### src/rtl/imem_prog.sv
// Synchronous-read instruction memory with an in-system programming port.
// After reset it clears itself to NOP_WORD, then serves fetches or accepts a streamed program.
module imem_prog #(
  parameter int                    ADDR_WIDTH = 8,
  parameter int                    DATA_WIDTH = 16,
  parameter logic [DATA_WIDTH-1:0] NOP_WORD   = '0
) (
  input  logic                  clk,
  input  logic                  rst,
  input  logic                  fetch_en,
  input  logic [ADDR_WIDTH-1:0] fetch_addr,
  output logic                  fetch_ready,
  output logic [DATA_WIDTH-1:0] instr,
  output logic                  instr_valid,
  input  logic                  prog_start,
  input  logic                  prog_valid,
  input  logic [DATA_WIDTH-1:0] prog_data,
  input  logic                  prog_last,
  output logic                  prog_ready,
  output logic                  prog_done,
  output logic [ADDR_WIDTH:0]   prog_count
);

  localparam int DEPTH = 1 << ADDR_WIDTH;
  localparam logic [ADDR_WIDTH-1:0] PTR_LAST = {ADDR_WIDTH{1'b1}};

  typedef enum logic [1:0] {S_CLEAR, S_RUN, S_LOAD} state_t;

  state_t                state_q, state_d;
  logic [ADDR_WIDTH-1:0] ptr_q, ptr_d;
  logic                  mem_we;
  logic [DATA_WIDTH-1:0] mem_wdata;
  logic                  load_exit;
  logic                  rd_en;
  logic [ADDR_WIDTH:0]   count_q;
  logic                  done_q;
  logic [DATA_WIDTH-1:0] instr_p1;
  logic                  vld_p1;
  logic [DATA_WIDTH-1:0] mem [DEPTH];

  always_comb begin
    state_d   = state_q;
    ptr_d     = ptr_q;
    mem_we    = 1'b0;
    mem_wdata = NOP_WORD;
    load_exit = 1'b0;
    rd_en     = 1'b0;
    case (state_q)
      S_CLEAR: begin
        mem_we = 1'b1;
        ptr_d  = ptr_q + 1'b1;
        if (ptr_q == PTR_LAST) state_d = S_RUN;
      end
      S_RUN: begin
        rd_en = fetch_en;
        if (prog_start) begin
          state_d = S_LOAD;
          ptr_d   = '0;
        end
      end
      S_LOAD: begin
        if (prog_valid) begin
          mem_we    = 1'b1;
          mem_wdata = prog_data;
          ptr_d     = ptr_q + 1'b1;
          // A full memory ends the load even without prog_last.
          if (prog_last || ptr_q == PTR_LAST) begin
            load_exit = 1'b1;
            state_d   = S_RUN;
          end
        end
      end
      default: state_d = S_CLEAR;
    endcase
  end

  // Control and fetch pipeline: request at edge N, data registered at edge N
  always_ff @(posedge clk) begin
    if (rst) begin
      state_q  <= S_CLEAR;
      ptr_q    <= '0;
      count_q  <= '0;
      done_q   <= 1'b0;
      vld_p1   <= 1'b0;
      instr_p1 <= '0;
    end else begin
      state_q <= state_d;
      ptr_q   <= ptr_d;
      done_q  <= load_exit;
      vld_p1  <= rd_en;
      if (load_exit) count_q <= {1'b0, ptr_q} + 1'b1;
      if (rd_en) instr_p1 <= mem[fetch_addr];
    end
  end

  // Storage write port; suppressed while reset is held
  always_ff @(posedge clk) begin
    if (mem_we && !rst) mem[ptr_q] <= mem_wdata;
  end

  assign fetch_ready = (state_q == S_RUN);
  assign prog_ready  = (state_q == S_LOAD);
  assign prog_done   = done_q;
  assign prog_count  = count_q;
  assign instr       = instr_p1;
  assign instr_valid = vld_p1;

endmodule

### config.mk
export PLATFORM = sky130hd
export DESIGN_NAME = imem_prog
export DESIGN_NICKNAME = d
export VERILOG_FILES = /design/src/rtl/imem_prog.sv
export SDC_FILE = /design/constraint.sdc
export NUM_CORES = 2
export LEC_CHECK = 0
export ABC_AREA = 0
export CORE_ASPECT_RATIO = 0.75
export CORE_MARGIN = 2
export CORE_UTILIZATION = 30
export CTS_BUF_LIST = sky130_fd_sc_hd__clkbuf_2
export DETAILED_ROUTE_END_ITERATION = 7
export GPL_TIMING_DRIVEN = 0
export MAX_ROUTING_LAYER = met4
export REMOVE_ABC_BUFFERS = 1
export SLEW_MARGIN = 20
export SYNTH_ARGS = -nofsm -noshare
export SYNTH_HDL_FRONTEND = slang
export SYNTH_SLANG_ARGS = --single-unit
### constraint.sdc
create_clock -name clk -period 9.7 [get_ports clk]
set_input_delay 0.97 -clock clk [delete_from_list [all_inputs] [get_ports clk]]
set_output_delay 0.97 -clock clk [all_outputs]
set_load 0.05 [all_outputs]
==> summary.txt <==
GRT
  • M2 GR Usage: 0.236
  • Met3 usage in global routing: 0.0544
  • Peak-usage layer in the global routing report: met2
  • Vias in the first global route: 83000
  • First-pass GRT wire length: 632 mm
  • Gr ovfl total: 0
  • Met1 Use GR: 0.233
  • Largest net degree at the start of global routing: 117
  • Initial antenna violation count: 34
  • Tot GR Track Use: 0.168

Clocking
  • CTS root buf: clkbuf_2
  • CTS resizes: 0
  • Hold buffers post-CTS: 32
  • Reg clk slew, reported paths: 0.10 ns
  • TritonCTS clock tree: built
  • Clock Path Buffers: 4
  • # Post-CTS Setup Buffers: 0
  • H-tree depth: 6
  • CTS Sinks: 4133
  • CTS Buf Count: 903
  • Worst-skew pair later-pin latency: 2.09 ns

Floorplanning
  • Core area: 0.532 mm^2
  • Starting Density: 0.301
  • I/O pins: 59
  • Die width: 847 um
  • Full die area: 0.539 mm^2
  • Die Height: 636 um
  • Rows: 232

Synthesis
  • Mean Syn Cell Area: 21.4 um^2
  • Distinct cells, synth: 87
  • Seq/Total Area, Yosys: 0.774
  • Synthesized area: 0.160 mm^2
  • Number of synthesized flops with an enable pin: 4096
  • Post-synth top area share: 0.769
  • Ys Warns: 0
  • Most common flop cell mapped by yosys: edfxtp_1
  • Post-synth top area cell: edfxtp_1
  • Cells after synthesis: 7482
  • Top cells by area, synth: edfxtp_1 77%, mux4_2 12%, mux2i_1 2.8%
  • Most common cell in the netlist: edfxtp_1
  • Synth cell count leaders: 4096 x edfxtp_1, 843 x mux4_2, 453 x mux2i_1
  • #FFs+latches synth: 4133
  • Asr flop ratio synth: 0

Power and ir drop
  • Peak supply drop: 0.105 mV
  • Net Sw Power: 7.50 mW
  • Switching Share: 0.239
  • Int Pwr: 23.8 mW
  • Pwr/cell area: 172 mW/mm^2
  • Clock Power Share: 0.348
  • Logic gate share of total power: 0.035
  • Sequential share of power: 0.617
  • Leakage power: 51.7 nW

Routing
  • Post-route ant nets: 0
  • DR DRC count: 0
  • Routed length per instance: 28.1 um
  • DR iter-0 viols: 12400
  • Final WL: 456 mm
  • Drt pass-1 iters: 6
  • Vias: 83900
  • Via-to-Cell Ratio: 5.18

Status
  • Status: finished clean

Layout
  • Area of the multi-input gates: 0.0347 mm^2
  • Fillers: 49400
  • Non-Filler Instances: 16200
  • Nets@finish: 8393
  • Reg area: 0.124 mm^2
  • Layout overhead on the synthesized area: 14.0%
  • Layout cells sized above 1: 0.329

STA
  • Final Cycle Share: 0.577
  • RSZ-0062 raised after global routing: false
  • Maximum clock rate: 179 MHz
  • # setup viols final: 0
  • Setup TNS: 0 ns
  • Setup Skew: 0.284 ns
  • Final Hold Fails: 0
  • Max-slew headroom: 0.142
  • Worst Tran Pin Value: 1.29 ns
  • Final Max Slew Viols: 0
  • Tmin final: 5.60 ns
  • Hold slack: 0.268 ns

Setup path
  • Critical path's slowest cell: a21oi_1
  • Crit path kind: input pin to register
  • Max FO, Critical Path: 116
  • CP required: 11.58 ns
  • Critical Path Sink Type: register
  • Startpoint types: input pin
  • CP cell instances: buf_16 > buf_16 > buf_16 > buf_16 > buf_16 > buf_16 > mux4_2 > mux4_2 > nor3_2 > a31oi_1 > a21oi_1 > nor4_1 > a221o_1
  • Crit path top cell by count: buf_16
  • Crit-path max cell delay: 0.81 ns
  • CP arrival: 7.48 ns

Worst hold path
  • Worst hold path class: input pin to register

Placement
  • I/O Buffers: 58
  • Final Wtd Congestion: 0.846
  • Dpl cells: 14600
  • DP HPWL: 286 mm

Run
  • Max_cap viols: 0
## worst paths after layout
kind                     end  slack [ns]          start  cells after the start
setup / recovery    instr[3]        4.10  fetch_addr[1]                     13
hold / removal    state_q[0]        0.27      prog_last                      5
setup reg to reg    instr[8]        5.53     state_q[0]                      8
hold reg to reg    instr[14]        0.50      instr[14]                      2
## kinds of logic after synthesis
kind of cell | share of synthesized area
buffers and inverters | 0.0197
AOI/OAI and AO/OA | 0.0328
muxes | 0.150
and+or+nand+nor | 0.0227
DFF | 0.774
xor gates and xnor gates | 0.000329
adders and majority gates | 0.000313
## power groups by stage
stage | combinational (mW) | sequential (mW) | clock, mW
after floorplan | 0.388 | 19.7 | 0
after global placement | 2.51 | 19.7 | 0
after detailed placement | 1.08 | 19.7 | 0
after CTS | 1.09 | 19.3 | 11.1
after global routing | 1.13 | 19.3 | 11.9
final | 1.10 | 19.3 | 10.9
## placed cells by master (no fill, tap or decap), drive strengths merged, types with 87 or more instances in the layout
cell and instances:
buf 335, clkbuf 1343, nor2 366, mux2i 453, nand2 183, edfxtp 4096, a22oi 105, clkinv 196
a21oi 87, o22ai 161, mux4 855, o221ai 87
## layer usage
layer  routed length [um]  up-vias
li1                     -    33900
met1               186000    44200
met2               198000     5130
met3                59300      692
met4                12200        0
met5                    0        -
## metrics by stage
step,cell area (um^2),utilization,power [mW],setup WS [ns]
floorplan,157000,-,20.1,3.83
global placement,166000,0.313,22.2,-103.42
detailed placement,174000,0.327,20.8,2.07
CTS,182000,0.343,31.5,4.01
global route,182000,0.343,32.4,3.99
finish,182000,0.343,31.3,4.10
## cell type report
class / instances / area share
inverters: 9 / 0.000268
multi-input cells: 2894 / 0.190
flip-flops and latches: 4133 / 0.679
repair buffers: 418 / 0.0366
diodes: 37 / 0.000508
well taps: 7137 / 0.0490
clock buffers: 1343 / 0.0369
clock inverters: 228 / 0.00770
## state kept, by name, summed over array words and instances, names as in the netlist
signal,count
ptr_q,8
instr_valid,1
prog_done,1
mem,4096
instr,16
prog_count,9
state_q,2
## worst max-delay path, delay by kind of cell
family                 cells  cell delay [ns]
buffers and inverters      6             2.64
AND/OR/NAND/NOR            2             0.97
multiplexers               2             0.95
AO/OA/AOI/OAI              3             1.37
Note: power is estimated with default switching activity, not from simulation.
